## src/rtl/sort_pkg.sv

```systemverilog
// Shared constants and types for the sorting-network receive path.
package sort_pkg;

    localparam int SORT_WIDTH       = 16;
    localparam int SORT_LANES       = 5;
    localparam int SORT_NET_LATENCY = 6;

    typedef logic [SORT_WIDTH-1:0] word_t;

    function automatic int lane_idx_w();
        return $clog2(SORT_LANES);
    endfunction

endpackage

```

## src/rtl/sort_drain_if.sv

```systemverilog
// Word-serial output stream of the drain: valid/ready handshake plus lane tag.
interface sort_drain_if
    import sort_pkg::*;
#(
    parameter int WIDTH = SORT_WIDTH,
    parameter int LANES = SORT_LANES
);
    localparam int IW = $clog2(LANES);

    logic             out_valid;
    logic             out_ready;
    logic [WIDTH-1:0] out_data;
    logic [IW-1:0]    out_index;
    logic             out_last;

    modport master (output out_valid, output out_data, output out_index, output out_last,
                    input  out_ready);
    modport slave  (input  out_valid, input  out_data, input  out_index, input  out_last,
                    output out_ready);
endinterface

```

## src/rtl/vec_fifo.sv

```systemverilog
// Register FIFO of whole vectors; the caller decides when push/pop are legal.
module vec_fifo #(
    parameter int W     = 80,
    parameter int DEPTH = 2
) (
    input  logic                       clk,
    input  logic                       rst_n,
    input  logic                       push,
    input  logic                       pop,
    input  logic [W-1:0]               din,
    output logic [W-1:0]               head,
    output logic [$clog2(DEPTH+1)-1:0] count
);
    localparam int PW = $clog2(DEPTH);

    logic [W-1:0]  mem [DEPTH];
    logic [PW-1:0] wr_ptr;
    logic [PW-1:0] rd_ptr;

    // Storage carries no reset; only pointers and count define content.
    always_ff @(posedge clk) begin
        if (push) mem[wr_ptr] <= din;
    end

    always_ff @(posedge clk) begin
        if (!rst_n) begin
            wr_ptr <= '0;
            rd_ptr <= '0;
            count  <= '0;
        end else begin
            if (push) wr_ptr <= wr_ptr + 1'b1;
            if (pop)  rd_ptr <= rd_ptr + 1'b1;
            case ({push, pop})
                2'b10:   count <= count + 1'b1;
                2'b01:   count <= count - 1'b1;
                default: count <= count;
            endcase
        end
    end

    always_comb head = mem[rd_ptr];

endmodule

```

## src/rtl/sort_drain.sv

```systemverilog
// Captures sorted vectors from the network, buffers them and streams them out
// one word per beat, lane 0 (largest) first, with order and overflow flags.
module sort_drain
    import sort_pkg::*;
#(
    parameter int WIDTH = SORT_WIDTH,
    parameter int LANES = SORT_LANES,
    parameter int DEPTH = 2
) (
    input  logic                       clk,
    input  logic                       rst_n,
    input  logic                       vec_valid,
    input  logic [LANES*WIDTH-1:0]     vec_in,
    sort_drain_if.master               out,
    output logic [$clog2(DEPTH+1)-1:0] fifo_count,
    input  logic                       clr_flags,
    output logic                       order_err,
    output logic                       overflow
);
    localparam int IW = $clog2(LANES);
    localparam int CW = $clog2(DEPTH+1);
    localparam int VW = LANES*WIDTH;

    logic [IW-1:0] lane;
    logic [VW-1:0] head;
    logic          last, fire, pop, full, push, drop, unsorted;

    always_comb begin
        last           = (lane == IW'(LANES-1));
        out.out_valid  = (fifo_count != '0);
        fire           = out.out_valid & out.out_ready;
        pop            = fire & last;
        full           = (fifo_count == CW'(DEPTH));
        // A pop in the same cycle frees the slot the incoming vector needs.
        push           = vec_valid & (~full | pop);
        drop           = vec_valid & full & ~pop;
        out.out_index  = lane;
        out.out_last   = out.out_valid & last;
        out.out_data   = head[lane*WIDTH +: WIDTH];
    end

    always_comb begin
        unsorted = 1'b0;
        for (int unsigned i = 0; i < LANES-1; i++) begin
            if (vec_in[i*WIDTH +: WIDTH] < vec_in[(i+1)*WIDTH +: WIDTH]) unsorted = 1'b1;
        end
    end

    vec_fifo #(.W(VW), .DEPTH(DEPTH)) u_fifo (
        .clk   (clk),
        .rst_n (rst_n),
        .push  (push),
        .pop   (pop),
        .din   (vec_in),
        .head  (head),
        .count (fifo_count)
    );

    always_ff @(posedge clk) begin
        if (!rst_n)    lane <= '0;
        else if (fire) lane <= last ? '0 : lane + 1'b1;
    end

    // Set events take priority over a simultaneous clear.
    always_ff @(posedge clk) begin
        if (!rst_n) begin
            order_err <= 1'b0;
            overflow  <= 1'b0;
        end else begin
            if (push & unsorted) order_err <= 1'b1;
            else if (clr_flags)  order_err <= 1'b0;
            if (drop)            overflow  <= 1'b1;
            else if (clr_flags)  overflow  <= 1'b0;
        end
    end

endmodule

```

## src/flat_wrapper.sv

```systemverilog
// flat-port wrapper written by rule: the top's interface ports become plain ports
module sort_drain_flat import sort_pkg::*;
#(
    parameter int WIDTH = SORT_WIDTH,
    parameter int LANES = SORT_LANES,
    parameter int DEPTH = 2
)
  (clk, rst_n, vec_valid, vec_in, fifo_count, clr_flags, order_err, overflow, out_out_valid, out_out_data, out_out_index, out_out_last, out_out_ready);
  sort_drain_if #(.WIDTH(WIDTH), .LANES(LANES)) out_i ();
  input  logic clk;
  input  logic rst_n;
  input  logic vec_valid;
  input  logic [LANES*WIDTH-1:0] vec_in;
  output logic [$clog2(DEPTH+1)-1:0] fifo_count;
  input  logic clr_flags;
  output logic order_err;
  output logic overflow;
  output wire logic [$bits(out_i.out_valid)-1:0] out_out_valid;
  output wire logic [$bits(out_i.out_data)-1:0] out_out_data;
  output wire logic [$bits(out_i.out_index)-1:0] out_out_index;
  output wire logic [$bits(out_i.out_last)-1:0] out_out_last;
  input wire logic [$bits(out_i.out_ready)-1:0] out_out_ready;
  assign out_out_valid = out_i.out_valid;
  assign out_out_data = out_i.out_data;
  assign out_out_index = out_i.out_index;
  assign out_out_last = out_i.out_last;
  assign out_i.out_ready = out_out_ready;
  sort_drain #(.WIDTH(WIDTH), .LANES(LANES), .DEPTH(DEPTH)) u_core (.clk(clk), .rst_n(rst_n), .vec_valid(vec_valid), .vec_in(vec_in), .out(out_i), .fifo_count(fifo_count), .clr_flags(clr_flags), .order_err(order_err), .overflow(overflow));
endmodule
```

## config.mk

```make
export PLATFORM = sky130hd
export DESIGN_NAME = sort_drain_flat
export DESIGN_NICKNAME = d
export VERILOG_FILES = /design/src/rtl/sort_pkg.sv /design/src/rtl/sort_drain_if.sv /design/src/rtl/vec_fifo.sv /design/src/rtl/sort_drain.sv /design/src/flat_wrapper.sv
export SDC_FILE = /design/constraint.sdc
export NUM_CORES = 1
export LEC_CHECK = 0
export BUFFER_PORTS_ARGS = -buffer_cell sky130_fd_sc_hd__buf_4
export CAP_MARGIN = 0
export CORE_MARGIN = 5
export CORE_UTILIZATION = 40
export CTS_BUF_LIST = sky130_fd_sc_hd__clkbuf_16
export DETAILED_ROUTE_END_ITERATION = 8
export GPL_ROUTABILITY_DRIVEN = 1
export HOLD_SLACK_MARGIN = 0.15
export PLACE_DENSITY_LB_ADDON = 0.25
export SYNTH_ARGS = -nofsm -noshare
export SYNTH_HDL_FRONTEND = slang
export SYNTH_HIERARCHICAL = 1
export SYNTH_SLANG_ARGS = --single-unit
```

## constraint.sdc

```tcl
create_clock -name clk -period 7.12 [get_ports clk]
set_input_delay 0.356 -clock clk [delete_from_list [all_inputs] [get_ports clk]]
set_output_delay 0.356 -clock clk [all_outputs]
set_load 0.1 [all_outputs]
```

Word-level counts from Yosys, hierarchy flattened
Memory sizes are Yosys's and may differ from the RTL's. A register that Yosys moved wholly into a read port is not among the register bits.
Index checks and enable logic that the tools add are counted.
{ "word_totals": {"ram_bits": 160, "n_memories": 1, "input_bits": 85, "word_cells": 48, "output_inout_bits": 25, "register_bits": 9} }
{ "classes": {"eq_ne": 4, "bitwise": 10, "n_addsub": 5, "shift": 1, "reduce_logical": 4, "magnitude_cmp": 4, "n_mux": 13} }
{ "mem_list": {"columns": ["name", "depth", "word_bits", "read_ports", "rd_clocked_by_memory_dff", "wr", "line_no", "source"], "rows": [
  ["u_core.u_fifo.mem", 2, 80, 1, 1, 1, "vec_fifo.sv:16", "logic [W-1:0] mem [DEPTH];"]
]} }
{ "ops": {"columns": ["cell", "count"], "rows": [
  ["indexed part select 80 x 8 -> 16 bit", 1],
  ["less-than comparator 16 bit", 4],
  ["2-to-1 mux 1 bit", 11],
  ["nonzero test 2 bit", 4],
  ["AND 1 bit", 7],
  ["equality test 2 bit, second input constant", 2],
  ["case mux 2 bit (2 select lines)", 1],
  ["adder 3 x 1 -> 3 bit, second input constant", 1],
  ["equality test 3 bit, second input constant", 1],
  ["2-to-1 mux 3 bit", 1],
  ["adder 1 bit, second input constant", 2],
  ["adder 2 x 1 -> 2 bit, second input constant", 1],
  ["equality test 2 x 1 -> 1 bit, second input constant", 1],
  ["NOT 1 bit", 2],
  ["subtractor 2 x 1 -> 2 bit, second input constant", 1],
  ["bitwise OR 1 bit", 1]
]} }

Logic depth before layout (Yosys ltp)
{ "logic_depth": {"word_depth": 7, "depth_mapped": 11, "mapped_depth_nobuf": 10} }

Hierarchy
Netlist, hierarchy kept.
{ "modules_own_cells": {"columns": ["module", "instances", "area_per_inst_um2", "cells_per_inst", "seq_area_each_um2"], "rows": [
  ["vec_fifo", 1, 6004.5, 269, 4904.7],
  ["sort_drain", 1, 2394.8, 313, 100.1]
]} }

Worst setup path before layout
Ideal clock, no wire load.
{ "synth_path": {"kind": "reg2reg", "start": "register u_core.lane[2] (netlist: u_core/out.out_index[2])", "end": "memory u_core.u_fifo.mem[0][0] (enable)", "arrival_time_ps": 5053, "path_stages_with_launch": 7, "t_required_ps": 6598, "n_path_buf": 1, "period_less_slack_ps": 5574, "setup_time_ps": 522, "setup_slack_ps": 1546, "path_cell_list": "dfxtp_1 -> buf_1 -> nand3_1 -> nand3b_1 -> and2_1 -> inv_1 -> nor2_1"} }
{ "synth_between": {"elab_chain_cells": 6} }
{ "synth_rtl": {"columns": ["element", "line_no", "source"], "rows": [
  ["from (decl)", "sort_drain.sv:24", "logic [IW-1:0] lane;"],
  ["from (signal assigned)", "sort_drain.sv:61", "else if (fire) lane <= last ? '0 : lane + 1'b1;"],
  ["equality test 3 bit", "sort_drain.sv:29", "last = (lane == IW'(LANES-1));"],
  ["AND 1 bit", "sort_drain.sv:32", "pop = fire & last;"],
  ["bitwise OR 1 bit", "sort_drain.sv:35", "push = vec_valid & (~full | pop);"],
  ["AND 1 bit", "sort_drain.sv:35", null],
  ["net u_core.push", "sort_drain.sv:26", "logic last, fire, pop, full, push, drop, unsorted;"],
  ["2-to-1 mux 1 bit", "vec_fifo.sv:22", "if (push) mem[wr_ptr] <= din;"],
  ["2-to-1 mux 1 bit (implied by the code)", "vec_fifo.sv:22", null],
  ["to (decl)", "vec_fifo.sv:16", null]
]} }
The timed path passes the listed nets, and every way through them passes these cells.

==> flow_summary_export.csv <==
group,metric,value,unit
clock_tree,cts_buffer_depth,2,
pwr,leakagePower,4.29,nW
worst_setup_path,cp-start-kind,"flip-flop",
routing,first_pass_iters,5,
grt,grt_pass1_wl,29.3,mm
routing,post_drt_wl_per_cell,17.8,microns
cells_and_area,nets,917,
clock_tree,hold_buffers,71,
clock_tree,cts_setup_buffers,0,
worst_setup_path,critPathSlowestCell,"dfxtp_4",
worst_setup_path,r2r_cells,8,
floorplan,die_h,155,microns
worst_setup_path,arrival,2970,ps
grt,grt-ovfl-total,0,
routing,vias,5224,
clock_tree,ctsHtreeMaxLevel,4,
cells_and_area,area_growth,28.2,%
pwr,power_density,235,nW/um^2
floorplan,core,20800,sq um
worst_setup_path,cp_top_family,"flip-flops",
run_status,status,"completed",
clock_tree,root_buffer,"clkbuf_16",
worst_setup_path,cp_num_cells,5,
sta,fmax,0.301,GHz
job,drv_cap,0,
clock_tree,clk_latency,430,ps
worst_setup_path,r2r_start,"u_core/out.out_index[1]",
sta,final_max_slew_viol_count,0,
routing,routed_via_density,4.95,
yosys,ys_seq_area_share,59.6,%
grt,top_usage_layer,"met2",
worst_hold_path,holdPathStages,1,
cells_and_area,final_util,51.7,%
yosys,ys_types,50,
sta,slew_headroom,22.9,%
worst_setup_path,path_max_fanout,80,
sta,period_minus_slack,3330,ps
yosys,synth_seq_cells,170,
cells_and_area,drive_gt1_share,31.5,%
sta,setup_violations,0,
routing,wl,18.8,mm
grt,use_met3,3.17,%
worst_setup_path,cp_cell_sequence,"mux2_2 > mux4_2 > inv_1 > o21ai_0 > buf_4",
worst_setup_path,required,6760,ps
grt,antenna_found_initial,0,
sta,worst_pin_slew,1160,ps
sta,finClkSkew,8.74,ps
clock_tree,tritoncts,"built",
yosys,syn_nets,730,
sta,rsz0062_at_grt,"false",
placement,place_hpwl,13.2,mm
floorplan,die_width,155,microns
worst_setup_path,cp-end-kind,"output pin",
yosys,yosys_warnings,6,
sta,setup_tns,0,ps
grt,use_met1,22.3,%
floorplan,rows,53,
worst_setup_path,r2r_slack,4200,ps
grt,grt_max_degree,82,
cells_and_area,diodes,0,
yosys,syn-cell-area,8400,sq um
routing,drc,0,
routing,drtAntennaViolNets,0,
floorplan,start_util,40.3,%
worst_setup_path,regToRegEndpoint,"u_core/u_fifo/mem[0][69]",
grt,grt_pass1_vias,5370,
clock_tree,cts_resized,0,
worst_hold_path,hp-class,"primary input to flip-flop",
clock_tree,clk_pin_slew_worst_paths,60,ps
placement,place_congestion,0.788,
grt,grt_util_all_layers,16.0,%
yosys,synthCells,582,
pwr,peakVddDrop,0.000147,V
grt,met2_usage,25.3,%
floorplan,io_pins,110,
placement,dp_slack,4170,ps
yosys,avgSynthCellArea,14.4,sq um
floorplan,die_area,24000,sq um
worst_hold_path,hp-start,"vec_in[47]",
sta,fin_crit_sh,46.7,%
clock_tree,numCtsBuffers,17,
worst_setup_path,cp_num_buf_inv,2,
worst_hold_path,hold_end,"u_core/u_fifo/mem[0][47]",
routing,drt_iter0_drc,253,
sta,hold_viol,0,
clock_tree,clock-sinks,170,
placement,io_buffers,109,
sta,fin_ws,3790,ps
worst_setup_path,path_class,"flip-flop to output pin",
worst_setup_path,slowest_delay,1030,ps
==> kinds of logic (layout without fill, tap and decap cells) <==
group,after synthesis,count (layout),synth area share [%]
flops,170,170,59.6
mux,97,97,15.1
fa+ha+maj,63,63,9.38
compound gates,71,71,5.47
buf+inv,102,301,5.38
xor+xnor,3,3,0.313
simple gates,76,76,4.74
==> per-layer routing <==
layer | vias to the layer above | share of wire, %
li1 | 2533 | -
met5 | - | 0
met4 | 0 | 1.2
met1 | 2539 | 46
met3 | 19 | 4.6
met2 | 133 | 48
==> where the power goes <==
part | leakage [nW] | switching (mW) | internal, mW
Combinational | 2.44 | 0.285 | 0.172
Clock | 0.268 | 0.371 | 0.515
Sequential | 1.58 | 0.0160 | 1.17
==> cell type report <==
cell class | count | area [sq um]
clock buffers | 17 | 425
clock inverters | 14 | 146
fillers | 1808 | 10100
inverters | 85 | 319
multi-input cells | 310 | 2950
flip-flops and latches | 170 | 5010
well taps | 275 | 344
repair buffers | 185 | 1570
==> registers in the layout, indices dropped and copies added (netlist names), named ones only <==
signal                count
u_core/overflow           1
u_core/u_fifo/mem       160
u_core/u_fifo/wr_ptr      1
u_core/order_err          1
u_core/u_fifo/rd_ptr      1
u_core/out.out_index      3
u_core/u_fifo/count       2
==> worst reg2reg max path, delay by kind of cell (launching register included) <==
kind | cells | cell delay, ps
buf+inv | 3 | 1110
fa+ha+maj | 1 | 220
flops | 1 | 650
simple gates | 4 | 510
==> worst max-delay path by stage <==
stage / slack (ps) / to
after floorplan: 1550 / u_core/u_fifo/mem[0][0]
after global placement: 4260 / out_out_data[5]
after detailed placement: 4170 / u_core/u_fifo/mem[0][74]
after CTS: 3750 / out_out_data[5]
after global routing: 3650 / out_out_data[5]
final: 3790 / out_out_data[6]
==> synth_stat cells (all sizes together) <==
| master | instances | share of area (%) |
|---|---|---|
| a2111oi | 4 | 0.57 |
| nand3 | 5 | 0.30 |
| buf | 14 | 1.4 |
| nand4 | 8 | 0.60 |
| mux2i | 1 | 0.12 |
| and4 | 1 | 0.10 |
| xnor2 | 2 | 0.21 |
| nor4 | 2 | 0.15 |
| o22ai | 1 | 0.075 |
| a31o | 1 | 0.10 |
| a21oi | 15 | 0.89 |
| or3 | 1 | 0.075 |
| a221o | 1 | 0.12 |
| inv | 85 | 3.8 |
| nor2b | 5 | 0.37 |
| o21a | 5 | 0.45 |
| a21o | 5 | 0.45 |
| and3 | 4 | 0.30 |
| nand2b | 3 | 0.31 |
| a211o | 1 | 0.10 |
| xor2 | 1 | 0.10 |
| or2 | 1 | 0.075 |
| a31oi | 1 | 0.075 |
| clkbuf | 3 | 0.13 |
| edfxtp | 160 | 57 |
| mux2 | 80 | 11 |
| a211oi | 4 | 0.36 |
| nor2 | 9 | 0.40 |
| o311ai | 2 | 0.21 |
| o2111ai | 1 | 0.10 |
| o21ai | 24 | 1.4 |
| dfxtp | 10 | 2.4 |
| o31ai | 1 | 0.089 |
| nand2 | 24 | 1.1 |
| o211ai | 2 | 0.18 |
| nand4b | 1 | 0.10 |
| mux4 | 16 | 4.3 |
| nand3b | 2 | 0.18 |
| ha | 63 | 9.4 |
| nor3 | 3 | 0.18 |
| a21boi | 3 | 0.27 |
| and2 | 7 | 0.52 |
==> stage by stage <==
| step | area, sq um | power (mW) | hold slack, ps | instances |
|---|---|---|---|---|
| 2_1_floorplan | 8400 | 1.49 | 455 | 582 |
| 3_3_place_gp | 9470 | 1.62 | 506 | 952 |
| 3_5_place_dp | 9470 | 1.63 | 521 | 952 |
| 4_1_cts | 10700 | 2.55 | 150 | 1054 |
| 5_1_grt | 10800 | 2.63 | 155 | 1056 |
| 6_report | 10800 | 2.53 | 165 | 1056 |
==> cells in the final DEF, fill, tap and decap left out, types with 8 or more instances in the layout <==
cell and instances:
mux2_2 80, o21ai_1 8, nand4_1 8, dfxtp_1 9, edfxtp_1 160, a21oi_1 15
clkbuf_16 17, o21ai_0 16, mux4_2 16, buf_4 112, inv_1 84, nand2_1 24
ha_1 63, nor2_1 8, dlygate4sd3_1 73
Power figures use the tool's default switching activity.
